$ cat src/rtl/regfile_scoreboard.sv
// Decode-stage integer register file: two combinational read ports, one write port,
// post-reset zeroing sweep and a per-register pending scoreboard for multi-cycle ops.
module regfile_scoreboard #(
    parameter int unsigned DATA_W   = 32'd32,
    parameter int unsigned ADDR_W   = 32'd5,
    parameter int unsigned ZERO_REG = 32'd1,
    parameter int unsigned BYPASS   = 32'd1
) (
    input  logic              clk,
    input  logic              rst_n,
    input  logic              wr_en,
    input  logic [ADDR_W-1:0] wr_addr,
    input  logic [DATA_W-1:0] wr_data,
    input  logic [ADDR_W-1:0] rs1_addr,
    input  logic [ADDR_W-1:0] rs2_addr,
    output logic [DATA_W-1:0] op1,
    output logic [DATA_W-1:0] op2,
    input  logic              busy_set_en,
    input  logic [ADDR_W-1:0] busy_set_addr,
    output logic              rs1_pending,
    output logic              rs2_pending,
    output logic              init_done
);

    localparam int unsigned       NUM_REGS = 32'd1 << ADDR_W;
    localparam bit                ZR       = (ZERO_REG != 32'd0);
    localparam bit                BP       = (BYPASS != 32'd0);
    localparam logic [ADDR_W-1:0] LAST_IDX = {ADDR_W{1'b1}};
    localparam logic [ADDR_W-1:0] ADDR_0   = {ADDR_W{1'b0}};

    typedef enum logic [0:0] {
        ST_CLEAR = 1'b0,
        ST_RUN   = 1'b1
    } state_t;

    state_t              state_r;
    state_t              state_s;
    logic [ADDR_W-1:0]   idx_r;
    logic [NUM_REGS-1:0] busy_r;
    logic [NUM_REGS-1:0] busy_s;
    logic                init_done_r;
    logic [DATA_W-1:0]   mem_r [NUM_REGS];
    logic                wr_ok_s;
    logic                set_ok_s;

    // Register 0 is never written nor marked pending when hardwired to zero.
    assign wr_ok_s  = (state_r == ST_RUN) && wr_en && !(ZR && (wr_addr == ADDR_0));
    assign set_ok_s = (state_r == ST_RUN) && busy_set_en && !(ZR && (busy_set_addr == ADDR_0));

    assign init_done = init_done_r;

    function automatic logic [DATA_W-1:0] read_data(
        input logic [ADDR_W-1:0] addr,
        input logic [DATA_W-1:0] arr_val,
        input logic              we,
        input logic [ADDR_W-1:0] wa,
        input logic [DATA_W-1:0] wd
    );
        logic [DATA_W-1:0] res;
        if (ZR && (addr == ADDR_0)) begin
            res = {DATA_W{1'b0}};
        end else if (BP && we && (wa == addr)) begin
            res = wd;
        end else begin
            res = arr_val;
        end
        return res;
    endfunction

    function automatic logic read_pending(
        input logic [ADDR_W-1:0]   addr,
        input logic [NUM_REGS-1:0] busy,
        input logic                we,
        input logic [ADDR_W-1:0]   wa
    );
        logic res;
        if (ZR && (addr == ADDR_0)) begin
            res = 1'b0;
        end else begin
            res = busy[addr] && !(we && (wa == addr));
        end
        return res;
    endfunction

    // Sweep FSM next state: leave CLEAR once the last index is written.
    always_comb begin
        state_s = state_r;
        case (state_r)
            ST_CLEAR: begin
                if (idx_r == LAST_IDX) begin
                    state_s = ST_RUN;
                end else begin
                    state_s = ST_CLEAR;
                end
            end
            ST_RUN:  state_s = ST_RUN;
            default: state_s = ST_CLEAR;
        endcase
    end

    // Scoreboard next value: a new issue wins over a same-cycle writeback.
    always_comb begin
        busy_s = {NUM_REGS{1'b0}};
        for (int i = 0; i < int'(NUM_REGS); i++) begin
            if (set_ok_s && (busy_set_addr == ADDR_W'(i))) begin
                busy_s[i] = 1'b1;
            end else if (wr_ok_s && (wr_addr == ADDR_W'(i))) begin
                busy_s[i] = 1'b0;
            end else begin
                busy_s[i] = busy_r[i];
            end
        end
    end

    // Control state: FSM, sweep index, scoreboard and init flag.
    always_ff @(posedge clk) begin
        if (!rst_n) begin
            state_r     <= ST_CLEAR;
            idx_r       <= ADDR_0;
            busy_r      <= {NUM_REGS{1'b0}};
            init_done_r <= 1'b0;
        end else begin
            state_r     <= state_s;
            busy_r      <= busy_s;
            init_done_r <= (state_s == ST_RUN);
            if (state_r == ST_CLEAR) begin
                idx_r <= idx_r + ADDR_W'(1'b1);
            end else begin
                idx_r <= idx_r;
            end
        end
    end

    // Storage array: untouched by the reset edge itself, zeroed by the sweep.
    always_ff @(posedge clk) begin
        if (rst_n && (state_r == ST_CLEAR)) begin
            mem_r[idx_r] <= {DATA_W{1'b0}};
        end else if (rst_n && wr_ok_s) begin
            mem_r[wr_addr] <= wr_data;
        end
    end

    // Read ports and hazard flags; all forced low until the sweep completes.
    always_comb begin
        op1         = {DATA_W{1'b0}};
        op2         = {DATA_W{1'b0}};
        rs1_pending = 1'b0;
        rs2_pending = 1'b0;
        if (state_r == ST_RUN) begin
            op1         = read_data(rs1_addr, mem_r[rs1_addr], wr_en, wr_addr, wr_data);
            op2         = read_data(rs2_addr, mem_r[rs2_addr], wr_en, wr_addr, wr_data);
            rs1_pending = read_pending(rs1_addr, busy_r, wr_en, wr_addr);
            rs2_pending = read_pending(rs2_addr, busy_r, wr_en, wr_addr);
        end else begin
            op1         = {DATA_W{1'b0}};
            op2         = {DATA_W{1'b0}};
            rs1_pending = 1'b0;
            rs2_pending = 1'b0;
        end
    end

endmodule

$ cat config.mk
export PLATFORM = sky130hd
export DESIGN_NAME = regfile_scoreboard
export DESIGN_NICKNAME = d
export VERILOG_FILES = /design/src/rtl/regfile_scoreboard.sv
export SDC_FILE = /design/constraint.sdc
export NUM_CORES = 1
export LEC_CHECK = 0
export CAP_MARGIN = 20
export CELL_PAD_IN_SITES_DETAIL_PLACEMENT = 1
export CELL_PAD_IN_SITES_GLOBAL_PLACEMENT = 1
export CORE_MARGIN = 4
export CORE_UTILIZATION = 30
export DETAILED_ROUTE_END_ITERATION = 8
export GPL_TIMING_DRIVEN = 0
export PLACE_DENSITY = 0.57
export SYNTH_ARGS = -nofsm -noshare
export SYNTH_HDL_FRONTEND = slang
export SYNTH_SLANG_ARGS = --single-unit
$ cat constraint.sdc
create_clock -name clk -period 11.17 [get_ports clk]
set_input_delay 2.234 -clock clk [delete_from_list [all_inputs] [get_ports clk]]
set_output_delay 2.234 -clock clk [all_outputs]
set_load 0.02 [all_outputs]
# Word level (Yosys, flattened, before mapping)
# Memory sizes are Yosys's and may differ from the RTL's.
# Cells that the tools add are included.
# totals
regBits	38
ramBits	1024
input_bits	56
output_inout_bits	67
wordCells	307
n_memories	1
# classes
n_addsub	1
order_cmp	2
eq_ne	65
n_mux	88
bitwise_logic	1
n_reduce_logical	115
# mem_list
name	words	word_bits	rd	rd_clocked_by_memory_dff	wr	line	rtl
mem_r	32	32	2	0	1	42	logic [DATA_W-1:0] mem_r [NUM_REGS];
# ops
operator	n
$mux W32	7
$eq A5 B5 Y1 const B	33
$eq A5 B4 Y1 const B	16
$mux W1	77
$logic_and A1 B1 Y1	74
$reduce_bool A2 Y1	32
$eq A5 B3 Y1 const B	8
$reduce_or A32 Y1	1
$eq A5 B2 Y1 const B	4
$logic_not A5 Y1	4
$lt A5 B6 Y1 const B	2
$bmux W1 S5	2
$eq A5 B1 Y1 const B	2
$eq A5 B5 Y1	2
$add A5 B1 Y5 const B	1
$mux W5	1
$logic_not A1 Y1	4
$pmux W1 S2	1
$not A1 Y1	1

# Longest topological paths before layout
# Gate-level depths: netlist of run 1.
# depth
ltp_word	9
ltp_mapped	10
depth_no_buf	5

# Worst setup path after synthesis of run 1
# Ideal clock, no wire load.
# synth_path
path_kind	input -> output
start	input wr_addr[4]
end	output op1[29]
arrival_ps	3917
required_ps	8936
path_slack_ps	5019
stages	8
path_buffers	3
cell_sequence	buf_2 xor2_1 nor4_2 nand3_2 or2_0 clkbuf_1 buf_2 a31oi_1
# synth_via
elab_chain_cells	5
# synth_rtl
element	line	rtl
from (decl)	12	input logic [ADDR_W-1:0] wr_addr,
$eq A5 B5 Y1	62	end else if (BP && we && (wa == addr)) begin
$logic_and A1 B1 Y1	62	
$mux W32	62	
$mux W32	60	if (ZR && (addr == ADDR_0)) begin
$mux W32	149	if (state_r == ST_RUN) begin
to (decl)	16	output logic [DATA_W-1:0] op1,
# No other way between the ends.

# Worst setup path after layout of run 1
# layout_path
start	input rs2_addr[2]
end	output op2[13]
# layout_via
elab_chain_cells	5
word_cells_on_any_way	7
cone_classes	eq/ne: 1; mux: 3; reduce/logical: 2; memory: 1
# layout_rtl
element	line	rtl
from (decl)	15	input logic [ADDR_W-1:0] rs2_addr,
parallel branches: the longest is 3 deep, another holds $mem_v2 Z32 W32	-	
$mux W32 *	60	
$mux W32 *	149	
to (decl)	17	output logic [DATA_W-1:0] op2,
# Every way passes the cells marked *.

==> results of run 1 <==
==> layer usage <==
metal | GRT usage | routed length (um) | vias to the layer above
met4 | 0.106 | 11300 | 10
li1 | - | - | 13400
met3 | 0.0660 | 21200 | 474
met5 | 0 | 80 | -
met2 | 0.389 | 101000 | 1864
met1 | 0.315 | 85500 | 18400
==> power by group through the flow <==
| stage | clock network, W | logic (W) | registers [W] |
|---|---|---|---|
| final | 0.00384 | 0.000619 | 0.00434 |
| after global routing | 0.00406 | 0.000631 | 0.00434 |
| after CTS | 0.00388 | 0.000613 | 0.00434 |
| after detailed placement | 0 | 0.000611 | 0.00442 |
| after global placement | 0 | 0.000587 | 0.00443 |
| after floorplan | 0 | 0.000334 | 0.00442 |
==> cells in the final DEF (no fill, tap or decap), drive strengths merged, types with 12 or more instances in the layout <==
cell type	instances
edfxtp	1024
mux4	383
clkbuf	262
buf	238
mux2i	221
o22ai	186
nor2	128
clkdlybuf4s50	115
mux2	98
nand2	84
o21ai	83
nor2b	73
clkinv	57
nand2b	49
nor3	44
a21oi	43
a211oi	41
dfxtp	38
and2	36
a21boi	32
o221a	29
o32a	29
nand3	29
o221ai	19
a41oi	19
or3	15
a31oi	13
a211o	12
==> final cells by class <==
cell class / instances / area share
flip-flops and latches: 1062 / 0.516
multi-input cells: 1731 / 0.302
repair buffers: 220 / 0.0533
clock buffers: 150 / 0.0517
well taps: 2218 / 0.0454
plain buffers: 245 / 0.0223
clock inverters: 70 / 0.00905
inverters: 3 / 0.000184
diodes: 3 / 0.000123
==> logic make-up after synthesis <==
| kind of cell | after synthesis | share of synthesized area |
|---|---|---|
| compound gates | 519 | 0.0703 |
| xor+xnor | 13 | 0.00223 |
| fa+ha+maj | 2 | 0.000490 |
| buf+inv | 248 | 0.0268 |
| flops | 1062 | 0.617 |
| mux | 702 | 0.234 |
| simple gates | 495 | 0.0494 |
==> how the worst max path moves through the flow <==
stage	to	slack, ps	cells after the start
after floorplan	op1[29]	5020	8
after global placement	op2[19]	1370	9
after detailed placement	op2[17]	1770	9
after CTS	op2[17]	1760	9
after global routing	op2[13]	1640	9
final	op2[13]	1490	9
==> flip-flops by register name, indices dropped and copies added, names as in the netlist <==
signal	flops
mem_r	1024
init_done	1
busy_r	32
idx_r	5
==> worst register-to-register path, cell delays in order (launching register included) <==
cell and delay [ps]:
dfxtp_1 660, buf_2 380, buf_2 410, nand3_1 120, a21boi_1 450, inv_1 100
or2_1 380, nor2_4 750, buf_12 310
==> metrics by stage <==
step	total power, W	area, sq um	utilization
3_3_place_gp	0.00501	55000	0.325
4_1_cts	0.00883	60900	0.360
2_1_floorplan	0.00475	51100	-
3_5_place_dp	0.00503	57200	0.338
5_1_grt	0.00903	61100	0.361
6_report	0.00879	61100	0.361
==> flow_summary_export.csv, run 1 <==
group,metric,value,unit
timing,drv_slew,0,
synthesis,synth.distinct_cells,61,
hold_path,worstHoldStart,"busy_r[0]$_SDFFE_PN0P_",
clocking,clock_latency,770,ps
critical_path,crit_path_start,"rs2_addr[2]",
critical_path,critPathCaptureType,"output pin",
final_layout,regArea,31500,sq um
global_routing,grt_pass1_vias,34600,
critical_path,reg2regPathDepth,8,
final_layout,multiInputGateArea,18500,sq um
power,switchingPower,0.00209,W
floorplan,start_util,0.302,
synthesis,synth-edff-count,1024,
power,p_sw_frac,0.237,
synthesis,synth_most_common_cell,"edfxtp_1",
synthesis,syn_area_per_cell,16.8,sq um
routing,drtPass1Iterations,5,
power,clockPowerShare,0.436,
floorplan,fp.dieH,421,um
power,leakage,19.7,nW
routing,routed_wl,219,mm
clocking,clockRootBuffer,"clkbuf_16",
global_routing,grt_max_degree,33,
floorplan,rows,151,
placement,place_inst,5464,
timing,clock_skew,32.5,ps
hold_path,hold_depth,1,
timing,rsz0062_at_grt,"false",
global_routing,grt_first_pass_wirelength,294,mm
synthesis,seq_area_frac_synth,0.617,
clocking,numCtsBuffers,120,
timing,hold_violations,0,
critical_path,r2r_start,"init_done$_SDFF_PN0_",
clocking,clk_pin_slew,60,ps
clocking,clock_path_buffers,3,
critical_path,start_kind,"input pin",
critical_path,worstPathArrival,7450,ps
critical_path,cpMostUsedCell,"clkdlybuf4s50_1",
run,drv_cap,0,
synthesis,yosys.area.top_type,"edfxtp_1",
synthesis,synth_top_area_frac,0.602,
critical_path,cp_slowest_cell,"nor3_1",
power,pwr-share-comb,0.070,
clocking,hold_buffers,0,
final_layout,synthToLayoutAreaGrowth,19.6,%
timing,fin_ws,1490,ps
clocking,htreeDepth,3,
timing,tns,0,ps
floorplan,ios,123,
critical_path,path_delay_family,"buffers and inverters",
critical_path,rr_endpoint,"mem_r[3][10]$_DFFE_PP_",
timing,final-setup-viol-count,0,
floorplan,dieArea,177000,sq um
final_layout,fin_nets,3441,
critical_path,critPathMaxFanout,10,
final_layout,stdcell_count,5702,
global_routing,overflow,0,
global_routing,grt_antenna_before_repair,12,
timing,fin_crit_sh,0.867,
clocking,postCtsSetupBuffers,0,
routing,drcViolationCount,0,
synthesis,synth_area_leaders,"edfxtp_1 60%, mux4_2 17%, mux2i_1 4.2%",
hold_path,hold_class,"reg2reg",
timing,period_minus_slack,9680,ps
final_layout,n_fill_cell,17100,
synthesis,yosys-top-cells-count,"1024 x edfxtp_1, 383 x mux4_2, 216 x mux2i_1, 186 x o22ai_1, 128 x nor2_1",
synthesis,ys_seq_elements,1062,
routing,routedWlPerCell,38.4,um
critical_path,path_buf_inv,5,
timing,maxSlewHeadroom,0.0718,
timing,fmax,0.103,GHz
timing,tightest_slew,1380,ps
global_routing,track_usage,0.245,
critical_path,crit_path_cell_trace,"clkdlybuf4s50_1, buf_4, buf_2, nand2b_1, clkbuf_1, o22ai_1, nor3_1, o32a_1, clkdlybuf4s50_1",
critical_path,r2r_slack,7280,ps
routing,drt_iter0_markers,4203,
synthesis,syn_area,51100,sq um
synthesis,ys.flop_type,"edfxtp_1",
routing,antenna_left,0,
placement,portBuffers,115,
placement,dpl.hpwl,156,mm
synthesis,netlist_instances,3041,
synthesis,async_reset_ff_frac,0,
outcome,run_status,"completed",
synthesis,yosys_warnings,0,
power,p_per_area,144,nW/um^2
synthesis,syn_nets,3099,
clocking,cts_tree,"yes",
clocking,cts_num_sinks,1062,
power,peakVddDrop,0.122,mV
power,p_seq_frac,0.493,
floorplan,die_w,421,um
critical_path,critPathKind,"in2out",
routing,avgViaCountPerCell,5.99,
placement,gp_congestion,0.871,
floorplan,core_area,169000,sq um
clocking,cts.repair.resized,0,
critical_path,slowest_delay,950,ps
power,p_int,0.00671,W
timing,hold_ws,497,ps
final_layout,drive_gt1_frac,0.273,
placement,dp_slack,1770,ps
hold_path,hold_end,"busy_r[0]$_SDFFE_PN0P_",
critical_path,required,8940,ps
routing,via_count,34200,
No activity file was read; power rests on OpenSTA's default activity.
==> inputs of run 2 (changes only) <==
--- a/config.mk
+++ b/config.mk
@@ -12,6 +12,7 @@
 export CORE_UTILIZATION = 30
 export DETAILED_ROUTE_END_ITERATION = 8
 export GPL_TIMING_DRIVEN = 0
+export HOLD_SLACK_MARGIN = 0.08
 export PLACE_DENSITY = 0.57
 export SYNTH_ARGS = -nofsm -noshare
 export SYNTH_HDL_FRONTEND = slang
==> results of run 2 <==
The final DEF is identical to that of run 1; final timing and power are the same.
